File: src/rtl/mesm6_defines.sv
// Shared MESM-6 definitions: data word width, I/O bus address decode
// position and the I/O bus initiator state encoding.
package mesm6_defines;

    localparam int WORD_W     = 48;
    localparam int IO_SEL_LSB = 3;
    localparam int IO_IDX_W   = 3;

    typedef enum logic [1:0] {
        IO_IDLE,
        IO_STROBE,
        IO_WAIT,
        IO_RESP
    } iobus_state_t;

endpackage

File: src/rtl/mesm6_iobus.sv
// Initiator side of the MESM-6 peripheral register bus: one CPU request at a
// time, single-cycle strobe to the addressed peripheral, done/timeout handling.
module mesm6_iobus
    import mesm6_defines::*;
#(
    parameter int NPERIPH = 4,
    parameter int TIMEOUT = 15,
    parameter int SEL_LSB = IO_SEL_LSB
)(
    input  logic                      clk,
    input  logic                      reset,
    input  logic                      cpu_req,
    input  logic                      cpu_we,
    input  logic [14:0]               cpu_addr,
    input  logic [WORD_W-1:0]         cpu_wdata,
    output logic                      cpu_ready,
    output logic                      cpu_done,
    output logic [WORD_W-1:0]         cpu_rdata,
    output logic                      cpu_err,
    output logic [14:0]               p_addr,
    output logic [WORD_W-1:0]         p_wdata,
    output logic [NPERIPH-1:0]        p_rd,
    output logic [NPERIPH-1:0]        p_wr,
    input  logic [WORD_W*NPERIPH-1:0] p_rdata,
    input  logic [NPERIPH-1:0]        p_done
);

    localparam int              TW     = $clog2(TIMEOUT);
    localparam logic [TW-1:0]   T_LAST = TW'(TIMEOUT - 1);
    localparam logic [IO_IDX_W:0] NP   = 4'(NPERIPH);

    iobus_state_t          state;
    logic [TW-1:0]         timer;
    logic                  we_q;
    logic [IO_IDX_W-1:0]   idx_q;
    logic [IO_IDX_W-1:0]   idx_in;
    logic                  idx_bad;
    logic [NPERIPH-1:0]    sel_onehot;
    logic                  sel_done;
    logic [WORD_W-1:0]     sel_rdata;

    assign idx_in  = cpu_addr[SEL_LSB+IO_IDX_W-1:SEL_LSB];
    assign idx_bad = {1'b0, idx_in} >= NP;

    // Strobe decode uses the incoming index; done/rdata select use the latched one
    always_comb begin
        sel_onehot = '0;
        sel_done   = 1'b0;
        sel_rdata  = '0;
        for (int k = 0; k < NPERIPH; k++) begin
            sel_onehot[k] = (idx_in == IO_IDX_W'(k));
            if (idx_q == IO_IDX_W'(k)) begin
                sel_done  = p_done[k];
                sel_rdata = p_rdata[k*WORD_W +: WORD_W];
            end
        end
    end

    always_ff @(posedge clk) begin
        if (reset) begin
            state     <= IO_IDLE;
            timer     <= '0;
            we_q      <= 1'b0;
            idx_q     <= '0;
            cpu_ready <= 1'b1;
            cpu_done  <= 1'b0;
            cpu_err   <= 1'b0;
            cpu_rdata <= '0;
            p_addr    <= '0;
            p_wdata   <= '0;
            p_rd      <= '0;
            p_wr      <= '0;
        end else begin
            case (state)
                IO_IDLE: begin
                    if (cpu_req && cpu_ready) begin
                        p_addr    <= cpu_addr;
                        p_wdata   <= cpu_wdata;
                        we_q      <= cpu_we;
                        idx_q     <= idx_in;
                        cpu_ready <= 1'b0;
                        if (idx_bad) begin
                            cpu_done  <= 1'b1;
                            cpu_err   <= 1'b1;
                            cpu_rdata <= '0;
                            state     <= IO_RESP;
                        end else begin
                            if (cpu_we)
                                p_wr <= sel_onehot;
                            else
                                p_rd <= sel_onehot;
                            state <= IO_STROBE;
                        end
                    end
                end
                // Strobe is held for one cycle only: peripheral writes have side effects
                IO_STROBE: begin
                    p_rd  <= '0;
                    p_wr  <= '0;
                    timer <= '0;
                    state <= IO_WAIT;
                end
                IO_WAIT: begin
                    if (sel_done) begin
                        cpu_rdata <= we_q ? '0 : sel_rdata;
                        cpu_err   <= 1'b0;
                        cpu_done  <= 1'b1;
                        state     <= IO_RESP;
                    end else if (timer == T_LAST) begin
                        cpu_rdata <= '0;
                        cpu_err   <= 1'b1;
                        cpu_done  <= 1'b1;
                        state     <= IO_RESP;
                    end else begin
                        timer <= timer + 1'b1;
                    end
                end
                IO_RESP: begin
                    cpu_done  <= 1'b0;
                    cpu_err   <= 1'b0;
                    cpu_ready <= 1'b1;
                    state     <= IO_IDLE;
                end
                default: state <= IO_IDLE;
            endcase
        end
    end

endmodule

File: config.mk
export PLATFORM = sky130hd
export DESIGN_NAME = mesm6_iobus
export DESIGN_NICKNAME = d
export VERILOG_FILES = /design/src/rtl/mesm6_defines.sv /design/src/rtl/mesm6_iobus.sv
export SDC_FILE = /design/constraint.sdc
export NUM_CORES = 1
export LEC_CHECK = 0
export BUFFER_PORTS_ARGS = -buffer_cell sky130_fd_sc_hd__buf_2
export CAP_MARGIN = 20
export CORE_AREA = 2 2 149 151
export CTS_BUF_LIST = sky130_fd_sc_hd__clkbuf_8
export CTS_CLUSTER_DIAMETER = 80
export DETAILED_ROUTE_END_ITERATION = 12
export DIE_AREA = 0 0 151 153
export GPL_ROUTABILITY_DRIVEN = 0
export PLACE_DENSITY = 0.58
export SLEW_MARGIN = 20
export SYNTH_ARGS = -nofsm -noshare
export SYNTH_HDL_FRONTEND = slang
export SYNTH_SLANG_ARGS = --single-unit
File: constraint.sdc
create_clock -name clk -period 3.1 [get_ports clk]
set_input_delay 0.31 -clock clk [delete_from_list [all_inputs] [get_ports clk]]
set_output_delay 0.31 -clock clk [all_outputs]
set_load 0.01 [all_outputs]
==> metrics.yaml <==
sta:
  rsz0062_at_grt: "false"
  report.final.slew_viol_count: 0
  worst-slew-pin-transition_ps: 1050
  finalSetupViolations: 0
  fmax_mhz: 448
  whs_ps: 105
  skew_ps: 13.3
  tns_ps: 0
  finalCriticalPeriod_ps: 2230
  final_hold_viol_count: 0
  max-slew-margin-rel_pct: 30.3
  min_period_over_period_pct: 72.0
placement:
  dp.final_hpwl_um: 16200
  post_dp_cell_area_um2: 8400
  port_buffers: 384
clocking:
  cts.clk_slew.worst_paths_ps: 90
  cts_root_buf: "clkbuf_8"
  cts_buffer_depth: 2
  cts-htree-levels: 4
  cts.sinks: 129
  cts_buffers: 17
  clk-insertion-delay-late_ps: 430
  cts_resized: 0
  cts_tree: "built"
  post_cts_buffers: 0
  ctsHoldBuffers: 0
power_and_ir_drop:
  ir_drop_mv: 0.324
  internal-power_uw: 3490
  power_leakage_uw: 0.00424
  netSwitchingFraction_pct: 37.7
  combPwrFrac_pct: 37.3
  switchingPower_uw: 2110
  seq_power_share_pct: 35.5
  clock_power_share_pct: 27.2
  p_per_area_nw_per_um2: 635
  p_total_uw: 5610
floorplanning:
  start_util_pct: 29.4
  io_pins: 385
  die_area_um2: 23100
  die_x_um: 151
  row_count: 54
  die_h_um: 153
  core_um2: 21500
yosys:
  yosys.area.top_type_share_pct: 40.9
  yosys-top-cells-area: "dfxtp_1 41%, nand2_1 11%, mux2i_1 9.2%, a211o_1 6.8%, a211oi_1 5.7%"
  avgSynthCellArea_um2: 8.29
  synth_area_um2: 6320
  synth_ff_type: "dfxtp_1"
  synth_cells: 762
  yosysWarnings: 0
  yosys.area.top_type: "dfxtp_1"
  synth_edf_count: 0
  yosys.cell_types.count: 37
  async_reset_ff_share_pct: 0
  syn_nets: 1031
  ys_ff_latch: 129
  ys_seq_area_share_pct: 40.9
global_routing:
  met2_usage_pct: 31.1
  antenna_found_initial: 6
  grt_max_degree: 99
  grt.total_usage_pct: 18.8
  use_met1_pct: 22.7
  grt_pass1_wl_um: 34300
  grt_pass1_vias: 6461
  grt-busiest-layer: "met2"
  overflow: 0
  met3_usage_pct: 6.21
finish:
  final_cell_mix: "384 x buf_2, 184 x nand2_1, 127 x dfxtp_1"
  fill_cells: 2284
  drive_gt1_share_pct: 39.2
  stdcell_area_um2: 8820
  layout_commonest_cell: "buf_2"
  nNetsFinal: 1374
  synthToLayoutAreaGrowth_pct: 39.6
setup_path:
  cp-start-kind: "register"
  required_ps: 2790
  path_max_fanout: 98
  worst_ep_arrival_time_ps: 1920
  critPathKind: "register to primary output"
  endpoint_kind: "primary output"
drt:
  drt_iter0_markers: 316
  ant_nets: 0
  routed_wl_um: 22600
  drt_pass1_iterations: 4
  routedWlPerCell_um: 16.1
  avgViaCountPerCell: 4.83
  drc_errors: 0
  via_count: 6778
worst_hold_path:
  hold_class: "input port to register"
flow_run:
  cap_violations: 0
status:
  status: "finished, final reports clean"
-- stage by stage --
step	instances	utilization [%]	setup slack, ps
floorplan	762	-	1010
CTS	1398	41.0	846
global route	1403	41.1	698
global placement	1366	39.1	923
detailed placement	1366	39.1	851
finish	1403	41.1	868
-- final timing paths --
| check | from | to | slack, ps | depth (start not counted) |
|---|---|---|---|---|
| max | p_addr[3] | p_addr[3] | 870 | 2 |
| max reg2reg | state[0] | cpu_rdata[31] | 870 | 7 |
| min reg2reg | p_wdata[36] | p_wdata[36] | 450 | 2 |
| min | cpu_addr[13] | p_addr[13] | 110 | 3 |
-- power by group through the flow --
stage / sequential (µW) / combinational (µW) / clock [µW]
after CTS: 1990 / 2120 / 1590
after detailed placement: 2030 / 2110 / 0
after global placement: 2020 / 2090 / 0
after floorplan: 2100 / 1360 / 0
final: 1990 / 2090 / 1530
after global routing: 2020 / 2320 / 1660
-- cell families after synthesis --
logic type / synth area share, %
flops: 40.9
mux: 9.72
simple gates: 18.4
buf+inv: 5.58
compound gates: 24.3
fa+ha+maj: 1.19
-- area by class of cell --
class	instances	area, µm²	share of cell area (%)
Sequential cell	129	2590	29.4
Inverter	8	30.0	0.340
Clock buffer	17	234	2.65
Timing Repair Buffer	396	2020	22.9
Multi-Input combinational cell	553	3400	38.5
Antenna cell	5	12.5	0.142
Clock inverter	15	181	2.06
Tap cell	280	350	3.97
-- registers in the layout (all words and copies together), names as in the netlist --
register and count:
state 2, timer 4, we_q 1, p_wdata 48, cpu_done 1, cpu_err 1
p_rd 4, cpu_ready 1, p_wr 4, p_addr 15, cpu_rdata 48
-- critical path: stages (launching register included) --
cell and delay (ps):
dfxtp_4 370, buf_4 740, buf_2 280
-- metal layers --
metal / share of wire, % / wire length [µm]
met5: 0 / 0
met4: 1.8 / 405
met3: 8.9 / 2010
met2: 47 / 10600
met1: 42 / 9590
-- synth_stat cells (2+ instances only) --
| master | n |
|---|---|
| buf_1 | 9 |
| nand2b_1 | 6 |
| a21oi_1 | 67 |
| nand4_1 | 2 |
| nor2_1 | 11 |
| o211ai_1 | 2 |
| a211o_1 | 49 |
| buf_2 | 4 |
| inv_1 | 7 |
| o31ai_1 | 2 |
| nor2b_1 | 49 |
| buf_4 | 2 |
| o22ai_1 | 50 |
| dfxtp_1 | 129 |
| nor4b_1 | 2 |
| and3_1 | 2 |
| a21o_1 | 2 |
| mux2i_1 | 58 |
| nand3_1 | 2 |
| buf_12 | 2 |
| clkbuf_1 | 54 |
| nand2_1 | 184 |
| ha_1 | 6 |
| a211oi_1 | 48 |
Power figures use the tool's default switching activity.
